`config.mk`:
```
export PLATFORM = sky130hd
export DESIGN_NAME = fp_normalize_round_pack
export DESIGN_NICKNAME = d
export VERILOG_FILES = /design/src/rtl/fp_normalize_round_pack.sv
export SDC_FILE = /design/constraint.sdc
export NUM_CORES = 1
export LEC_CHECK = 0
export ABC_AREA = 1
export BUFFER_PORTS_ARGS = -buffer_cell sky130_fd_sc_hd__buf_2
export CAP_MARGIN = 20
export CORE_AREA = 4 4 150 209
export CTS_BUF_LIST = sky130_fd_sc_hd__clkbuf_16
export CTS_CLUSTER_DIAMETER = 100
export DETAILED_ROUTE_END_ITERATION = 16
export DIE_AREA = 0 0 154 213
export SYNTH_ARGS = -nofsm -noshare
export SYNTH_HDL_FRONTEND = slang
export SYNTH_SLANG_ARGS = --single-unit
```
`constraint.sdc`:
```
create_clock -name Clock -period 4.31 [get_ports Clock]
set_input_delay 0.862 -clock Clock [delete_from_list [all_inputs] [get_ports Clock]]
set_output_delay 0.862 -clock Clock [all_outputs]
set_load 0.01 [all_outputs]
```
`src/rtl/fp_normalize_round_pack.sv`:
```
// Normalizes, rounds and packs an unrounded 57-bit mantissa/13-bit exponent
// result into an IEEE-754 double, with valid/acknowledge handshakes on both sides.
module fp_normalize_round_pack #(
    parameter int unsigned ROUND_NEAREST_EVEN = 1
) (
    input  logic        Clock,
    input  logic        Reset,
    input  logic        In_store_bit,
    input  logic        In_sign,
    input  logic [12:0] In_exponent,
    input  logic [56:0] In_mantissa,
    output logic        In_acknowledgment,
    input  logic        SUM_acknowledgment,
    output logic        SUM_store_bit,
    output logic [63:0] SUM
);

    typedef enum logic [2:0] {
        S_STORE_IN,
        S_NORMALIZE_0,
        S_NORMALIZE_1,
        S_DENORMALIZE,
        S_ROUND,
        S_PACK,
        S_SUM_OUTPUT
    } state_t;

    localparam logic signed [13:0] EMIN = -14'sd1022;
    localparam logic signed [13:0] EMAX = 14'sd1023;

    state_t             state_q;
    logic               ack_q;
    logic               valid_q;
    logic [63:0]        sum_q;
    logic               sign_q;
    logic signed [13:0] exp_q;
    logic [56:0]        man_q;

    logic               rnd_inc;
    logic [56:0]        rnd_man;
    logic [10:0]        exp_field;

    always_comb begin
        rnd_inc   = (ROUND_NEAREST_EVEN != 0) && man_q[2] && (man_q[1] | man_q[0] | man_q[3]);
        rnd_man   = man_q + (rnd_inc ? 57'd8 : 57'd0);
        exp_field = 11'(exp_q + 14'sd1023);
    end

    always_ff @(posedge Clock) begin
        if (Reset) begin
            state_q <= S_STORE_IN;
            ack_q   <= 1'b0;
            valid_q <= 1'b0;
            sum_q   <= '0;
            sign_q  <= 1'b0;
            exp_q   <= '0;
            man_q   <= '0;
        end else begin
            case (state_q)
                S_STORE_IN: begin
                    if (In_store_bit && ack_q) begin
                        sign_q  <= In_sign;
                        exp_q   <= {In_exponent[12], In_exponent};
                        man_q   <= In_mantissa;
                        ack_q   <= 1'b0;
                        state_q <= S_NORMALIZE_0;
                    end else begin
                        ack_q <= 1'b1;
                    end
                end
                S_NORMALIZE_0: begin
                    if (man_q[56]) begin
                        man_q <= {1'b0, man_q[56:2], man_q[1] | man_q[0]};
                        exp_q <= exp_q + 14'sd1;
                    end
                    state_q <= S_NORMALIZE_1;
                end
                S_NORMALIZE_1: begin
                    if (!man_q[55] && (man_q != '0) && (exp_q > EMIN)) begin
                        man_q <= {man_q[55:0], 1'b0};
                        exp_q <= exp_q - 14'sd1;
                    end else begin
                        state_q <= S_DENORMALIZE;
                    end
                end
                S_DENORMALIZE: begin
                    // A zero mantissa skips the right shifts regardless of exponent.
                    if ((man_q != '0) && (exp_q < EMIN)) begin
                        man_q <= {1'b0, man_q[56:2], man_q[1] | man_q[0]};
                        exp_q <= exp_q + 14'sd1;
                    end else begin
                        state_q <= S_ROUND;
                    end
                end
                S_ROUND: begin
                    if (rnd_man[56]) begin
                        man_q <= {1'b0, rnd_man[56:2], rnd_man[1] | rnd_man[0]};
                        exp_q <= exp_q + 14'sd1;
                    end else begin
                        man_q <= rnd_man;
                    end
                    state_q <= S_PACK;
                end
                S_PACK: begin
                    if (man_q == '0) begin
                        sum_q <= {sign_q, 63'h0};
                    end else if (exp_q > EMAX) begin
                        sum_q <= {sign_q, 11'h7FF, 52'h0};
                    end else if (!man_q[55]) begin
                        sum_q <= {sign_q, 11'h000, man_q[54:3]};
                    end else begin
                        sum_q <= {sign_q, exp_field, man_q[54:3]};
                    end
                    valid_q <= 1'b1;
                    state_q <= S_SUM_OUTPUT;
                end
                S_SUM_OUTPUT: begin
                    if (SUM_acknowledgment) begin
                        valid_q <= 1'b0;
                        ack_q   <= 1'b1;
                        state_q <= S_STORE_IN;
                    end
                end
                default: begin
                    state_q <= S_STORE_IN;
                end
            endcase
        end
    end

    assign In_acknowledgment = ack_q;
    assign SUM_store_bit     = valid_q;
    assign SUM               = sum_q;

endmodule

```
==> flow_summary.toml, run 1 <==
[synthesis]
netlist.area_leader.share_pct = 27.7
synth.distinct_cells = 46
synth_seq_area_share_pct = 27.7
syn-num-nets = 1754
synth-edff-count = 0
ys_ff_latch = 141
yosys.area.top_type = "dfxtp_1"
synth-compound-area-share_pct = 20.0
synth_xor_area_share_pct = 3.87
synth_top_family_by_area = "simple AND/OR/NAND/NOR gates"
synthSimpleGateAreaFrac_pct = 36.9
synthTopCellsByCount = "nand2_1 (476), nor2_1 (206), a21oi_1 (149)"
synthCells = 1675
ys_warn_count = 0
muxShareOfSynthArea_pct = 0
synth_most_common_cell = "nand2_1"
synth-adder-area-share_pct = 0.492
syn-cell-area_um2 = 10200
synthFlopType = "dfxtp_1"
syn_area_per_cell_um2 = 6.08
synth-async-reset-ratio_pct = 0
ys_top_cells_by_area = "dfxtp_1 (28%), nand2_1 (18%), nor2_1 (7.6%), a21oi_1 (7.3%), nand3_1 (7.0%)"

[critical_path]
start_kind = "flip-flop"
r2r-start = "man_q[8]$_SDFFE_PP0P_"
critPathCaptureType = "flip-flop"
crit_type = "reg -> reg"
crit_end = "man_q[34]$_SDFFE_PP0P_"
startpoint = "man_q[8]$_SDFFE_PP0P_"
cp.required_ns = 4.68
critPathMaxFanout = 62
r2r_end = "man_q[34]$_SDFFE_PP0P_"
r2r_slack_ns = 1.09
worstPathArrival_ns = 3.59
r2r.worst_path.cells = 13

[clock_tree]
htreeDepth = 4
postCtsSetupRepairBufs = 0
cts_inserted_buffers = 17
clk_latency_ns = 0.45
cts_hold_buf = 0
cts_tree = "built"
cts_root_buffer = "clkbuf_16"
clk_path_buf_depth = 2
clkTransAtPathRegs_ns = 0.06
cts_sinks = 141
post_cts_resize_count = 0

[floorplan]
io_pins = 141
num_rows = 74
die_x_um = 154
die-area_um2 = 32800
fp.coreArea_um2 = 29400
start_util_pct = 34.7
die_y_um = 213

[timing]
skew_ns = 0.0164
hold_viol_final = 0
setup_tns_ns = 0
worst_pin_slew_ns = 0.998
slew_headroom_pct = 33.4
rsz0062_at_grt = "false"
fmax_mhz = 310
slew_violations = 0
setup_violations = 0
timing.final.crit_share_pct = 74.8
min_period_ns = 3.22

[global_route]
grt-ovfl-total = 0
grt_pass1_vias = 11186
antenna_found_initial = 1
grt_pass1_wl_um = 61600
grt_use_total_pct = 23.9
grt_max_degree = 88

[placed_design]
io_buffer_count = 140
placed_area_um2 = 10800
dp.cells = 2084
dp_hpwl_um = 30100
gp_congestion = 0.994

[pwr]
p_per_area_nw_per_um2 = 629
finalPower_uw = 7200
power.leakage_uw = 0.00467
vdd_drop_max_mv = 0.409

[route]
dr.pass1.iters = 6
drtIter0Drc = 775
vias_per_cell = 5.39
post_drt_wl_per_cell_um = 19.0
via_count = 11421
drc_errors = 0
wirelength_um = 40200
postRouteAntennaNets = 0

[finish]
drive_gt1_share_pct = 13.8
final_cells = 2118
fin_nets = 1803
stdcell_area_um2 = 11400
syn_to_final_growth_pct = 12.5

[flow_run]
cap_violations = 0

[run_status]
status = "completed"

[worst_hold_path]
hp-class = "reg -> reg"
==> how the worst min path moves through the flow <==
stage               slack, ns                        from                         end  depth (start not counted)
global placement         0.45  SUM_store_bit$_SDFFE_PP0P_  SUM_store_bit$_SDFFE_PP0P_                          2
floorplan                0.45         sign_q$_SDFFE_PP0P_        SUM[63]$_SDFFE_PP0P_                          2
global route             0.48        SUM[25]$_SDFFE_PP0P_        SUM[25]$_SDFFE_PP0P_                          2
detailed placement       0.45  SUM_store_bit$_SDFFE_PP0P_  SUM_store_bit$_SDFFE_PP0P_                          2
finish                   0.46  SUM_store_bit$_SDFFE_PP0P_  SUM_store_bit$_SDFFE_PP0P_                          2
CTS                      0.46  SUM_store_bit$_SDFFE_PP0P_  SUM_store_bit$_SDFFE_PP0P_                          2
==> worst max-delay path, cell delays in order, from the launching register on <==
cell and delay [ns]:
dfxtp_1 0.63, nor2_1 0.10, nand2_1 0.12, nor2_1 0.06
nand2_1 0.06, nor2_1 0.06, nand2_1 0.12, nand2_1 0.11
a21oi_4 0.21, nand3_4 0.27, inv_2 0.74, buf_4 0.41
o21ai_0 0.11, a21oi_1 0.14
==> through the flow <==
| stage | util [%] | setup slack (ns) | hold slack, ns |
|---|---|---|---|
| 2_1_floorplan | - | 2.12 | 0.448 |
| 3_3_place_gp | 37.0 | 1.14 | 0.451 |
| 3_5_place_dp | 37.0 | 1.09 | 0.452 |
| 4_1_cts | 38.9 | 1.09 | 0.460 |
| 5_1_grt | 39.0 | 0.791 | 0.478 |
| 6_report | 39.0 | 1.09 | 0.457 |
==> flip-flops by register name, indices dropped and copies added (netlist names) <==
register	flops
sign_q	1
SUM_store_bit	1
state_q	3
man_q	57
In_acknowledgment	1
exp_q	14
SUM	64
==> cells in the final DEF, fill, tap and decap left out, types with 3 or more instances in the layout <==
cell type | netlist | final
a21oi_1 | 149 | 149
a221oi_1 | 50 | 50
buf_2 | 49 | 140
buf_4 | 18 | 23
clkbuf_16 | 0 | 17
clkinv_2 | 1 | 3
clkinv_4 | 0 | 3
dfxtp_1 | 141 | 141
ha_1 | 4 | 4
inv_1 | 103 | 105
inv_2 | 4 | 5
inv_6 | 0 | 3
nand2_1 | 476 | 476
nand2_2 | 9 | 9
nand3_1 | 142 | 142
nand4_1 | 12 | 12
nor2_1 | 206 | 204
nor2_2 | 5 | 5
nor2_4 | 3 | 5
nor3_1 | 14 | 14
o211ai_1 | 9 | 9
o21ai_0 | 78 | 78
o21ai_1 | 35 | 35
o21bai_1 | 5 | 5
o31ai_1 | 9 | 8
or2_0 | 5 | 5
or2_2 | 11 | 11
xnor2_1 | 8 | 8
xor2_1 | 37 | 37
==> kinds of logic after synthesis <==
logic type      after synthesis
fa+ha+maj                     4
xor+xnor                     45
simple gates                893
flops                       141
buf+inv                     245
compound gates              347
==> layer usage <==
layer	up-vias	wire (um)	GRT usage (%)
met1	5300	14600	24.6
met3	117	1840	3.47
met2	390	21300	45.2
li1	5614	-	-
met4	0	2510	14.7
met5	-	0	0
==> power breakdown <==
part	internal [uW]	switching (uW)
sequential	1540	535
clock	850	623
combinational	1210	2440
==> final cells by class <==
cell class / count / area [um^2]
fillers: 3277 / 17900
flip-flops and latches: 141 / 2820
diodes: 1 / 2.50
well taps: 380 / 475
inverters: 111 / 420
clock buffers: 17 / 425
multi-input cells: 1289 / 6260
repair buffers: 164 / 893
clock inverters: 15 / 149
No activity file was read; power rests on OpenSTA's default activity.
==> inputs of run 2 (changes only) <==
Settings changed: ABC_AREA 1 to 0, CORE_AREA 4 4 150 209 to 4 4 151 211, DIE_AREA 0 0 154 213 to 0 0 155 215.
Clock period 4.31 ns to 3.2 ns, I/O delays scaled along.
==> run 2 against run 1 <==
Clock-buffer cell count is the same; sequential power grew 32%; combinational power grew 91%; first-iteration DRC count grew 28%; via count grew 3.0%; largest cell class unchanged; design area grew 7.6%; register-to-register slack lost 0.82 ns; clock power grew 39%; global-route usage grew 0.85 points; setup slack lost 0.82 ns; synthesized cell count shrank 12%; clock skew shrank 0.0040 ns.
==> flow_summary.toml, run 2 <==
[run_status]
status = "completed"

[placed_design]
dp_hpwl_um = 29600
gp_congestion = 0.962
dp.cells = 1938
io_buffer_count = 140

[route]
postRouteAntennaNets = 0
drc_errors = 0
dr.pass1.iters = 5
vias_per_cell = 5.97
post_drt_wl_per_cell_um = 21.3
wirelength_um = 41900
via_count = 11764
drtIter0Drc = 995

[critical_path]
crit_type = "reg -> reg"
slowest_delay_ns = 0.61
r2r_slack_ns = 0.27
critPathSlowestCell = "a2111o_2"
cp.required_ns = 3.60
r2r.worst_path.cells = 8
path_cells = "nor3_1 > and3_1 > o21ai_0 > and3_1 > a2111o_2 > nor3_1 > o221a_2 > a311o_1"
worstPathArrival_ns = 3.33
r2r-start = "exp_q[4]$_SDFFE_PP0P_"
r2r_end = "man_q[33]$_SDFFE_PP0P_"
critPathCaptureType = "flip-flop"
start_kind = "flip-flop"
critPathMaxFanout = 10

[finish]
syn_to_final_growth_pct = 19.0
largest_reg_flops = 64
layout_common_cells = "nor2_1 (198), buf_2 (139), dfxtp_1 (138)"
fin_nets = 1651
diodes = 0
drive_gt1_share_pct = 19.6
mostFrequentLayoutCell = "nor2_1"
final_cells = 1969

[synthesis]
syn-num-nets = 1552
syn-cell-area_um2 = 10300
synthCells = 1473
synth-adder-area-share_pct = 1.35
synthTopCellsByCount = "nor2_1 (199), dfxtp_1 (141), nand2_1 (130)"
netlist.area_leader.share_pct = 27.3
synth-async-reset-ratio_pct = 0
synth_top_family_by_area = "compound AO/OA/AOI/OAI gates"
ys_top_cells_by_area = "dfxtp_1 (27%), nor2_1 (7.2%), a21oi_1 (5.3%), nand2_1 (4.7%), a22oi_1 (4.5%)"
synth_seq_area_share_pct = 27.3
synth-compound-area-share_pct = 28.8
ys_warn_count = 0
synth_xor_area_share_pct = 4.49
synth.distinct_cells = 81
synth-edff-count = 0
syn_area_per_cell_um2 = 7.03
yosys.area.top_type = "dfxtp_1"
synthSimpleGateAreaFrac_pct = 28.1
muxShareOfSynthArea_pct = 1.95
synthFlopType = "dfxtp_1"
ys_ff_latch = 141
synth_most_common_cell = "nor2_1"

[clock_tree]
cts_hold_buf = 0
post_cts_resize_count = 0
htreeDepth = 4
cts_root_buffer = "clkbuf_16"
cts_inserted_buffers = 17
cts_tree = "built"
postCtsSetupRepairBufs = 0
cts_sinks = 141
clk_path_buf_depth = 2
clkTransAtPathRegs_ns = 0.07
clk_latency_ns = 0.46

[timing]
min_period_ns = 2.93
slew_violations = 0
fmax_mhz = 341
slew_headroom_pct = 42.0
worst_pin_slew_ns = 0.868
timing.final.crit_share_pct = 91.6
skew_ns = 0.0124
hold_viol_final = 0
setup_violations = 0
rsz0062_at_grt = "false"
setup_tns_ns = 0

[flow_run]
cap_violations = 0

[pwr]
p_per_area_nw_per_um2 = 956
vdd_drop_max_mv = 0.485
power.leakage_uw = 0.00469

[worst_hold_path]
whs_path_depth = 3
min_from = "In_sign"
hold_end = "sign_q$_SDFFE_PP0P_"
hp-class = "in -> reg"

[global_route]
grt-ovfl-total = 0
grt_max_degree = 72
antenna_found_initial = 0
grt_pass1_wl_um = 65600
grt_pass1_vias = 11659
grt_use_total_pct = 24.7

[floorplan]
die_y_um = 215
die-area_um2 = 33300
fp.coreArea_um2 = 29900
io_pins = 141
start_util_pct = 34.6
die_x_um = 155
num_rows = 75
run 2: cell count changes after synthesis, sizes merged, moves of 23 or more:
cell    delta
nand3     -60
xnor2     +25
inv       -88
a22oi     +62
a221oi    -33
a21oi     -39
o21ai     -42
nand2    -356
a31oi     +31
clkbuf    +59
nor3      +63
and3      +23
run 2: critical path: cells and delay by family, from the launching register on:
kind             cells  cell delay (ns)
AO/OA/AOI/OAI        4             1.16
AND/OR/NAND/NOR      4             1.41
flip-flops           1             0.31
run 2: how the worst max path moves through the flow:
stage	slack [ns]	to	from	cells past startpoint
2_1_floorplan	0.07	exp_q[10]$_SDFFE_PP0P_	state_q[1]$_SDFFE_PP0P_	14
3_3_place_gp	0.35	exp_q[1]$_SDFFE_PP0P_	exp_q[4]$_SDFFE_PP0P_	9
3_5_place_dp	0.32	man_q[44]$_SDFFE_PP0P_	man_q[3]$_SDFFE_PP0P_	10
4_1_cts	0.31	man_q[33]$_SDFFE_PP0P_	exp_q[4]$_SDFFE_PP0P_	8
5_1_grt	0.07	man_q[44]$_SDFFE_PP0P_	man_q[3]$_SDFFE_PP0P_	10
6_report	0.27	man_q[33]$_SDFFE_PP0P_	exp_q[4]$_SDFFE_PP0P_	8
run 2: cells by family (layout without fill, tap and decap cells):
kind of cell             count (synthesis)  in the layout
buffers and inverters                  198            309
multiplexers                            20             20
adder cells (fa/ha/maj)                 13             13
XOR/XNOR                                53             53
AO/OA/AOI/OAI                          444            444
flip-flops                             141            141
AND/OR/NAND/NOR                        604            604
run 2: layout make-up:
cell class,instances,area [um^2]
Clock inverter,14,154
Clock buffer,17,425
Tap cell,385,482
Multi-Input combinational cell,1134,6720
Timing Repair Buffer,256,1620
Inverter,22,82.6
Sequential cell,141,2830
Fill cell,3127,17600
run 2: per-stage QoR:
stage                     setup slack (ns)  hold WS [ns]  power, uW  instance area, um^2  utilization, %
after global placement               0.351         0.458       9600                11700            39.2
final                                0.267         0.460      11800                12300            41.1
after CTS                            0.313         0.440      11700                12300            41.1
after global routing                0.0673         0.471      12600                12300            41.1
after floorplan                     0.0746         0.443       7270                10300               -
after detailed placement             0.323         0.467       9650                11700            39.2
run 2: where the power goes:
group | internal (uW) | switching (uW) | total, uW
logic | 2660 | 4310 | 6970
clock network | 1210 | 840 | 2050
registers | 2160 | 590 | 2750
total | 6030 | 5740 | 11800
run 2: per-layer routing:
layer  part of all wire (%)  routed length, um  track usage [%]  vias to the layer above
met5                      0                  0                0                        -
met3                    5.8               2450             3.86                      116
met4                    5.0               2110             13.5                        0
met1                     39              16200             28.9                     5561
met2                     50              21200             42.9                      471
li1                       -                  -                -                     5616
==> inputs of run 3 (changes only) <==
Settings changed: CORE_AREA 4 4 151 211 to 4 4 140 195, DIE_AREA 0 0 155 215 to 0 0 144 199.
==> run 3 against run 2 <==
Clock skew grew 0.0021 ns; critical path depth increased by 2; utilization rose by 7.4 points; first-iteration DRC count grew 15%; via count grew 1.4%; register-to-register slack worse by 0.04 ns; wire length shrank 2.2%; clock power fell by 8%; worst hold slack got worse by 0.0017 ns; maximum frequency fell by 1.2%; setup slack got worse by 0.037 ns; highest routed layer unchanged.
==> flow_summary.toml, run 3 (same netlist as run 2, synthesis figures left out) <==
[pwr]
p_per_area_nw_per_um2 = 946
power.leakage_uw = 0.00479
vdd_drop_max_mv = 0.515

[timing]
setup_violations = 0
skew_ns = 0.0146
setup_tns_ns = 0
slew_headroom_pct = 48.9
whs_ns = 0.458
min_period_ns = 2.97
rsz0062_at_grt = "false"
worst_pin_slew_ns = 0.748
timing.final.crit_share_pct = 92.8
hold_viol_final = 0
fmax_mhz = 337
slew_violations = 0

[clock_tree]
cts_sinks = 141
cts_tree = "built"
clk_latency_ns = 0.44
clk_path_buf_depth = 2
htreeDepth = 4
cts_inserted_buffers = 17
cts_root_buffer = "clkbuf_16"
clkTransAtPathRegs_ns = 0.06
postCtsSetupRepairBufs = 0
cts_hold_buf = 0

[placed_design]
placed_area_um2 = 11800
dp_hpwl_um = 29100
io_buffer_count = 140
dp.cells = 1889
gp_congestion = 0.964

[flow_run]
cap_violations = 0

[global_route]
grt_max_degree = 105
grt_pass1_wl_um = 63800
antenna_found_initial = 0
grt_use_total_pct = 28.2
grt-ovfl-total = 0
grt_pass1_vias = 11304

[route]
vias_per_cell = 6.21
postRouteAntennaNets = 0
drc_errors = 0
via_count = 11926
dr.pass1.iters = 5
wirelength_um = 41000
drtIter0Drc = 1145
post_drt_wl_per_cell_um = 21.3

[finish]
finalCoreUtilization_pct = 48.5
drive_gt1_share_pct = 20.7
largest_reg_flops = 64
mostFrequentLayoutCell = "nor2_1"
syn_to_final_growth_pct = 19.3
stdcell_area_um2 = 12400
fin_nets = 1668
layout_common_cells = "nor2_1 (198), buf_2 (139), dfxtp_1 (138)"
final_cells = 1921

[floorplan]
die-area_um2 = 28700
io_pins = 141
die_x_um = 144
num_rows = 69
fp.coreArea_um2 = 25500
start_util_pct = 40.6
die_y_um = 199

[critical_path]
crit_type = "reg -> reg"
worstPathArrival_ns = 3.27
slowest_delay_ns = 0.48
r2r.worst_path.cells = 10
start_kind = "flip-flop"
critPathCaptureType = "flip-flop"
critPathSlowestCell = "nor4_1"
critPathMaxFanout = 25
path_cells = "nand4_1 > nor4_1 > buf_4 > nand4_1 > or3_1 > nand2_8 > buf_12 > nor2_1 > a211oi_1 > o22ai_1"
cp.required_ns = 3.50
cpMostUsedCell = "nand4_1"

[run_status]
status = "completed"

[worst_hold_path]
hp-class = "in -> reg"
whs_path_depth = 3
[run 3: timing repair]
action	in CTS	in global routing
hold endpoints to repair	0	0
endpoints found under the setup margin	0	1
gates resized for setup	0	2
[run 3: area by class of cell]
class,count,area [um^2]
inverters,22,82.6
flip-flops and latches,141,2830
clock inverters,14,109
well taps,319,399
diodes,1,2.50
clock buffers,17,425
multi-input cells,1134,6730
fillers,2631,13100
repair buffers,273,1780
[run 3: critical path, delay by kind of cell, from the launching register on]
kind	cells	cell delay, ns
buffers and inverters	2	0.39
AND/OR/NAND/NOR	6	1.57
AO/OA/AOI/OAI	2	0.43
flip-flops	1	0.44
[run 3: final timing paths]
path | startpoint | slack [ns] | end
setup / recovery | man_q[40]$_SDFFE_PP0P_ | 0.23 | man_q[7]$_SDFFE_PP0P_
hold / removal | In_sign | 0.46 | sign_q$_SDFFE_PP0P_
setup reg to reg | man_q[40]$_SDFFE_PP0P_ | 0.23 | man_q[7]$_SDFFE_PP0P_
hold reg to reg | sign_q$_SDFFE_PP0P_ | 0.47 | SUM[63]$_SDFFE_PP0P_
[run 3: report_power, final]
group / leakage (uW) / internal [uW] / switching, uW
registers: 0.00115 / 2160 / 617
clock network: 0.000270 / 1050 / 834
logic: 0.00337 / 2730 / 4280
total: 0.00479 / 5950 / 5730
[run 3: layer usage]
layer | global-route usage (%) | part of all wire [%] | routed length (um)
met1 | 34.4 | 40 | 16400
met2 | 49.4 | 51 | 20800
met3 | 4.02 | 5.9 | 2400
met4 | 11.2 | 3.4 | 1400
met5 | 0 | 0 | 0
[run 3: metrics by stage]
step / setup slack (ns) / total power, uW
2_1_floorplan: 0.0746 / 7270
3_3_place_gp: 0.199 / 9650
3_5_place_dp: 0.193 / 9700
4_1_cts: 0.182 / 11600
5_1_grt: 0.0768 / 12400
6_report: 0.231 / 11700
